$ cat src/rtl/piece_queue_if.sv
// piece_queue_if: connection between the 7-bag piece queue and its consumers
// (the spawn FSM and the preview renderer).
//   take       : spawn request from the game FSM (level)
//   head_piece : piece type at slot 0 (0=I 1=O 2=T 3=S 4=Z 5=J 6=L)
//   head_valid : queue holds at least one piece
//   preview    : slots 1..DEPTH-1, slot k at bits [3k-1:3k-3]
//   count      : occupied slots, 0..DEPTH
//   bag_mask   : types already drawn from the current bag
// Modports: master = game side (drives take), slave = queue side.
interface piece_queue_if #(
  parameter int DEPTH = 4
);
  logic                   take;
  logic [2:0]             head_piece;
  logic                   head_valid;
  logic [3*(DEPTH-1)-1:0] preview;
  logic [2:0]             count;
  logic [6:0]             bag_mask;

  modport master (
    output take,
    input  head_piece, head_valid, preview, count, bag_mask
  );

  modport slave (
    input  take,
    output head_piece, head_valid, preview, count, bag_mask
  );
endinterface

$ cat src/rtl/piece_queue.sv
// piece_queue: turns the free-running LFSR value into a 7-bag tetromino
// stream and buffers DEPTH pieces (head + preview).
//   clk       : system clock, rising edge
//   rst_n     : asynchronous active-low reset
//   rand_data : LFSR output, only bits [2:0] are used as the candidate type
//   q         : piece_queue_if slave (take in; head/preview/count/mask out)
// One draw attempt per cycle while there is room. A candidate already in the
// bag (or the unused code 7) is rejected; after REJECT_LIMIT consecutive
// attempts the lowest free type is taken so a refill is always bounded.
module piece_queue #(
  parameter int DEPTH        = 4,
  parameter int REJECT_LIMIT = 8
) (
  input  logic       clk,
  input  logic       rst_n,
  input  logic [4:0] rand_data,
  piece_queue_if.slave q
);

  logic [2:0] slot [DEPTH];
  logic [2:0] count_r;
  logic [6:0] mask_r;
  logic [4:0] rej_r;

  logic [2:0] slot_n [DEPTH];
  logic [2:0] count_n;
  logic [6:0] mask_n;
  logic [4:0] rej_n;

  logic       take_acc;
  logic       space;
  logic [2:0] cand;
  logic       cand_ok;
  logic       accept;
  logic [2:0] piece;
  logic [2:0] wr_idx;
  logic [7:0] mask_ext;
  logic [6:0] mask_sum;
  logic [3*(DEPTH-1)-1:0] preview_v;

  // Lowest type not yet drawn from the bag; the bag mask is never all ones
  // at the register output, so a free type always exists.
  function automatic logic [2:0] lowest_free(input logic [6:0] m);
    lowest_free = 3'd0;
    for (int i = 6; i >= 0; i--) begin
      if (!m[i]) lowest_free = 3'(i);
    end
  endfunction

  // Draw decision
  always_comb begin
    take_acc = q.take & (count_r != 3'd0);
    space    = (count_r < 3'(DEPTH)) | take_acc;
    cand     = rand_data[2:0];
    // Bit 7 set marks code 7 as permanently unusable.
    mask_ext = {1'b1, mask_r};
    cand_ok  = !mask_ext[cand];
    accept   = space & (cand_ok | (rej_r == 5'(REJECT_LIMIT - 1)));
    piece    = cand_ok ? cand : lowest_free(mask_r);
    wr_idx   = count_r - {2'b00, take_acc};
  end

  // Next state
  always_comb begin
    for (int k = 0; k < DEPTH; k++) slot_n[k] = slot[k];
    count_n = count_r - {2'b00, take_acc} + {2'b00, accept};
    mask_n  = mask_r;
    rej_n   = rej_r;
    mask_sum = mask_r | (7'b1 << piece);

    if (take_acc) begin
      for (int k = 0; k < DEPTH - 1; k++) slot_n[k] = slot[k+1];
      slot_n[DEPTH-1] = 3'd0;
    end

    // Write after the shift so a same-cycle take/accept lands one slot lower.
    if (accept) begin
      for (int k = 0; k < DEPTH; k++) begin
        if (wr_idx == 3'(k)) slot_n[k] = piece;
      end
      mask_n = (mask_sum == 7'h7F) ? 7'h00 : mask_sum;
    end

    if (space) rej_n = accept ? 5'd0 : rej_r + 5'd1;
  end

  // State registers
  always_ff @(posedge clk or negedge rst_n) begin
    if (!rst_n) begin
      for (int k = 0; k < DEPTH; k++) slot[k] <= 3'd0;
      count_r <= 3'd0;
      mask_r  <= 7'd0;
      rej_r   <= 5'd0;
    end else begin
      for (int k = 0; k < DEPTH; k++) slot[k] <= slot_n[k];
      count_r <= count_n;
      mask_r  <= mask_n;
      rej_r   <= rej_n;
    end
  end

  // Outputs straight from registers
  always_comb begin
    preview_v = '0;
    for (int k = 1; k < DEPTH; k++) preview_v[3*k-1 -: 3] = slot[k];
  end

  assign q.head_piece = slot[0];
  assign q.head_valid = (count_r != 3'd0);
  assign q.preview    = preview_v;
  assign q.count      = count_r;
  assign q.bag_mask   = mask_r;

endmodule
$ cat src/flat_wrapper.sv
// flat-port wrapper written by rule: the top's interface ports become plain ports
module piece_queue_flat 
#(
  parameter int DEPTH        = 4,
  parameter int REJECT_LIMIT = 8
)
  (clk, rst_n, rand_data, q_take, q_head_piece, q_head_valid, q_preview, q_count, q_bag_mask);
  piece_queue_if #(.DEPTH(DEPTH)) q_i ();
  input  logic clk;
  input  logic rst_n;
  input  logic [4:0] rand_data;
  input wire logic [$bits(q_i.take)-1:0] q_take;
  output wire logic [$bits(q_i.head_piece)-1:0] q_head_piece;
  output wire logic [$bits(q_i.head_valid)-1:0] q_head_valid;
  output wire logic [$bits(q_i.preview)-1:0] q_preview;
  output wire logic [$bits(q_i.count)-1:0] q_count;
  output wire logic [$bits(q_i.bag_mask)-1:0] q_bag_mask;
  assign q_i.take = q_take;
  assign q_head_piece = q_i.head_piece;
  assign q_head_valid = q_i.head_valid;
  assign q_preview = q_i.preview;
  assign q_count = q_i.count;
  assign q_bag_mask = q_i.bag_mask;
  piece_queue #(.DEPTH(DEPTH), .REJECT_LIMIT(REJECT_LIMIT)) u_core (.clk(clk), .rst_n(rst_n), .rand_data(rand_data), .q(q_i));
endmodule
$ cat config.mk
export PLATFORM = sky130hd
export DESIGN_NAME = piece_queue_flat
export DESIGN_NICKNAME = d
export VERILOG_FILES = /design/src/rtl/piece_queue_if.sv /design/src/rtl/piece_queue.sv /design/src/flat_wrapper.sv
export SDC_FILE = /design/constraint.sdc
export NUM_CORES = 1
export LEC_CHECK = 0
export ABC_AREA = 1
export CELL_PAD_IN_SITES_DETAIL_PLACEMENT = 0
export CELL_PAD_IN_SITES_GLOBAL_PLACEMENT = 2
export CORE_ASPECT_RATIO = 0.7
export CORE_UTILIZATION = 32
export CTS_CLUSTER_DIAMETER = 200
export DETAILED_ROUTE_END_ITERATION = 12
export MAX_ROUTING_LAYER = met4
export PLACE_DENSITY = 0.95
export SETUP_SLACK_MARGIN = 0.15
export SKIP_CTS_REPAIR_TIMING = 1
export SLEW_MARGIN = 10
export SYNTH_ARGS = -nofsm -noshare
export SYNTH_HDL_FRONTEND = slang
export SYNTH_SLANG_ARGS = --single-unit
$ cat constraint.sdc
create_clock -name clk -period 3.86 [get_ports clk]
set_input_delay 0.386 -clock clk [delete_from_list [all_inputs] [get_ports clk]]
set_output_delay 0.386 -clock clk [all_outputs]
set_load 0.01 [all_outputs]
Word-level counts from Yosys, hierarchy flattened --
Index checks and enable logic that the tools add are counted.
Storage, ports and cells: logic and storage cells 44, output and inout port bits 23, input port bits 8, bits in registers 27
Operators by class: $add $sub $neg 3, equal/unequal tests 5, reduce and logical (&&, ||, !) cells 3, multiplexer cells 18, order comparisons 2, shift operators 1, bitwise logic cells 5
Operator list (number):
- 3-bit 2-to-1 mux | 12
- 12-bit 2-to-1 mux | 2
- 7-bit == test, second input constant | 1
- 7-bit 2-to-1 mux | 1
- 7-bit bitwise OR | 1
- 1-bit by 3-bit << shifter with 7-bit output, first input constant | 1
- 3-bit by 2-bit == test with 1-bit output, second input constant | 2
- 5-bit by 1-bit adder with 5-bit output, second input constant | 1
- 5-bit by 3-bit == test with 1-bit output, second input constant | 1
- 5-bit 2-to-1 mux | 1
- 3-bit by 4-bit less-than comparator with 1-bit output, second input constant | 1
- 3-bit by 1-bit adder with 3-bit output | 1
- 1-bit binary-select mux with 3-bit select | 1
- 3-bit by 1-bit == test with 1-bit output, second input constant | 1
- 3-bit logical NOT | 1
- 3-bit less-than comparator, second input constant | 1
- 3-bit nonzero test | 1
- 3-bit by 1-bit subtractor with 3-bit output | 1
- 1-bit bitwise AND | 2
- 1-bit bitwise OR | 2
- 1-bit logical NOT | 1
- 1-bit 2-to-1 mux | 1

Depth between registers and ports, before layout --
depth after elaboration 12, mapped depth 13, mapped depth without buffers 13

Least setup slack after synthesis --
OpenSTA, ideal clock, no wires.
kind register -> register, start register u_core.count_r[2], in the netlist u_core.q.count[2], end register u_core.slot, in the netlist u_core.q.preview[3], data required time 3.730 ns, path slack 1.618 ns, arrival time 2.112 ns, path buffers 1, cell stages (with the launch flop) 12, clock period less this slack 2.242 ns, setup time 0.130 ns, path through dfrtp_1 -> inv_1 -> nand3_2 -> nand2_2 -> inv_2 -> clkbuf_1 -> ha_1 -> ha_1 -> xnor2_1 -> nand4_2 -> nor2_1 -> a31oi_1
RTL lines:
- from (decl) | line piece_queue.sv:21 | logic [2:0] count_r;
- from (signal assigned) | line piece_queue.sv:96 | count_r <= count_n;
- to (decl) | line piece_queue.sv:20 | logic [2:0] slot [DEPTH];

==> Implementation_results.wiki <==
{| class="wikitable"
! Metric !! Value
|-
| Status || finished, final reports clean
|-
| Gp weighted congestion || 0.748
|-
| Fillcell total || 545
|-
| Starting Density || 0.337
|-
| Clock tree sinks || 27
|-
| Final critical-path share of the clock period || 0.665
|-
| Layout cell share with drive strength beyond 1 || 0.136
|-
| Count of cell types in the netlist || 25
|-
| Core area || 0.00483 mm^2
|-
| Clock power share || 0.099
|-
| Logic pwr share || 0.596
|-
| Dominant cell type by area after synthesis || dfrtp_1
|-
| Setup repair after global routing missed its margin || false
|-
| Most frequent standard cell in the layout excluding fill and tap cells || nand2_1
|-
| Total number of placement rows || 21
|-
| Register area || 676 um^2
|-
| Number of diodes || 0
|-
| Slew @ Worst Pin || 683 ps
|-
| Area taken by multi-input logic gates || 852 um^2
|-
| Pin count of the biggest net entering global routing || 28
|-
| Number of antenna violations at the first check in global routing || 0
|-
| Clock root cell || clkbuf_8
|-
| Number of detailed-route iterations in the first pass || 4
|-
| Count of boundary I/O pins || 31
|-
| Die span in x || 87.3 um
|-
| Routed wire length || 3.96 mm
|-
| Residual DRC count || 0
|-
| Clock Path Buffers || 2
|-
| Half-perimeter wire length after detailed placement || 2.92 mm
|-
| Maximum achievable frequency || 390 MHz
|-
| Global-route wire length before repair || 6.47 mm
|-
| Total number of H-tree levels || 1
|-
| Average via count per standard cell || 4.66
|-
| Latest clock arrival within the worst-skew pair || 270 ps
|-
| Synth Area per Inst || 7.73 um^2
|-
| Leakage power of the design || 0.975 nW
|-
| Largest driver fanout on the critical path || 13
|-
| Clock skew || 5.84 ps
|-
| Final number of hold-violating endpoints || 0
|-
| Critical path launch point type || flop
|-
| Sequential element share of the synthesized area || 0.414
|-
| Final cell count without fillers || 311
|-
| Portion of synthesized cell area occupied by the leading cell type || 0.414
|-
| Required time at the worst-slack endpoint || 4010 ps
|-
| Leading cell types in the layout, fill and taps excluded || 49 x nand2_1, 28 x clkdlybuf4s50_1, 27 x dfrtp_1
|-
| Layout Cell Area excl Fill || 0.00204 mm^2
|-
| Number of nets still failing antenna checks after routing || 0
|-
| Post-Place Cells || 307
|-
| Endpoints failing setup || 0
|-
| Number of global-route vias before repair || 1278
|-
| Post-layout total power || 1.64 mW
|-
| Cell area power density || 804 mW/mm^2
|-
| NetSw || 780 uW
|-
| Cell Area, Synth || 0.00163 mm^2
|-
| Remaining global-route overflow || 0
|-
| Class of the most critical setup path || flop to flop
|-
| Top post-synthesis cells by area || dfrtp_1 41%, nand2_1 11%, nand3_1 6.1%
|-
| Relative contribution of sequential cells to total power || 0.304
|-
| Final setup TNS || 0 ps
|-
| Total routing usage reported by global routing || 0.164
|-
| TritonCTS Buffers || 3
|-
| Number of buffers added on ports || 28
|-
| Clock-pin slew on the worst setup and hold paths || 100 ps
|-
| Overall die height || 61.7 um
|-
| Final #Nets || 256
|-
| Fraction of power spent switching nets || 0.475
|-
| Max capacitance violation total || 0
|-
| Worst path arrival time || 2710 ps
|-
| Final core utilization || 0.423
|-
| Violation count after the first detailed-route iteration || 82
|-
| Synthesized Nets || 224
|-
| Warning count from the yosys run || 0
|-
| Worst slew margin || 0.540
|-
| Area enclosed by the die boundary || 0.00539 mm^2
|-
| WL/cell || 12.7 um
|-
| Post-DP Area || 0.00200 mm^2
|-
| Peak supply drop || 0.283 mV
|-
| Area delta synth->final || 25.2%
|-
| Hold Path Class || input pin to async pin
|-
| Number of synthesized register bits || 27
|-
| Number of instances in the synthesized netlist || 211
|-
| Time the worst path needs with I/O delays and setup || 2570 ps
|-
| Setup crit end kind || flop
|-
| Internal Pwr Total || 863 uW
|-
| TritonCTS clock tree || done
|-
| Total number of vias || 1448
|-
| Final Max Tran Viols || 0
|}
==> stage by stage <==
step / hold slack (ps) / setup WS [ps]
2_1_floorplan: 90.4 / 1620
3_5_place_dp: 509 / 1090
5_1_grt: 516 / 1040
6_report: 484 / 1290
4_1_cts: 505 / 1280
3_3_place_gp: 495 / 1120
==> cells in the mapped netlist <==
cell	number
inv_1	20
nor3_1	2
o31ai_1	1
nor2_4	2
o21ai_0	9
xor2_1	2
inv_2	4
nand2_4	2
clkbuf_1	1
nor2_1	24
buf_1	1
xnor2_1	2
inv_4	1
nor3_2	1
nand2_2	12
a31oi_1	7
nand4_1	1
ha_1	5
a21oi_1	10
nand3_2	3
nand3b_1	1
nand3_1	20
nand2_1	49
dfrtp_1	27
nand4_2	4
==> cells by family (layout without fill, tap and decap cells) <==
family,after synthesis,in the layout,share of synthesized area
AO/OA/AOI/OAI,27,27,0.0897
XOR/XNOR,4,4,0.0215
adder cells (fa/ha/maj),5,5,0.0383
buffers and inverters,27,58,0.0636
flip-flops,27,27,0.414
AND/OR/NAND/NOR,121,121,0.373
==> worst max-delay path, stage by stage, from the launching register on <==
cell and delay [ps]:
dfrtp_1 420, inv_1 90, nand3_2 80, nand2_2 240, inv_2 180, ha_1 220, ha_1 190, xnor2_1 530
nand4_2 260, nand3_1 110, o21ai_0 100
==> power by group through the flow <==
stage	Clock, mW	Sequential (mW)	Combinational, mW
5_1_grt	0.179	0.522	1.09
3_3_place_gp	0	0.508	0.972
4_1_cts	0.168	0.502	0.988
3_5_place_dp	0	0.507	0.984
6_report	0.163	0.500	0.980
2_1_floorplan	0	0.526	0.600
==> worst paths after layout <==
kind                                                   from                                to  slack, ps  depth (start not counted)
worst max-delay path            u_core.q.count[2]$_DFF_PN0_     u_core.q.preview[7]$_DFF_PN0_       1290                         10
worst min-delay path                                  rst_n       u_core.q.count[0]$_DFF_PN0_        480                          2
worst max register to register  u_core.q.count[2]$_DFF_PN0_     u_core.q.preview[7]$_DFF_PN0_       1290                         10
worst min register to register  u_core.rej_r[1]$_DFFE_PN0P_       u_core.rej_r[1]$_DFFE_PN0P_        530                          2
max in group asynchronous                             rst_n  u_core.q.bag_mask[2]$_DFFE_PN0P_       3100                          2
min in group clk                u_core.rej_r[1]$_DFFE_PN0P_       u_core.rej_r[1]$_DFFE_PN0P_        530                          2
==> sequential cells by signal (all words and copies together) (netlist names) <==
signal,flops
u_core.q.head_piece,3
u_core.q.bag_mask,7
u_core.q.count,3
u_core.q.preview,9
u_core.rej_r,5
==> final cells by class <==
| type | count | share of cell area |
|---|---|---|
| Sequential cell | 27 | 0.331 |
| Timing Repair Buffer | 29 | 0.141 |
| Inverter | 25 | 0.0472 |
| Multi-Input combinational cell | 157 | 0.417 |
| Clock buffer | 4 | 0.0220 |
| Tap cell | 69 | 0.0423 |
==> per-layer routing <==
metal  vias to the layer above  global-route usage  part of all wire
met4                         0              0.0281            0.0068
met3                         4              0.0317             0.047
li1                        751                   -                 -
met5                         -                   -                 0
met2                        39               0.215              0.38
met1                       654               0.255              0.56
Note: power is estimated with default switching activity, not from simulation.
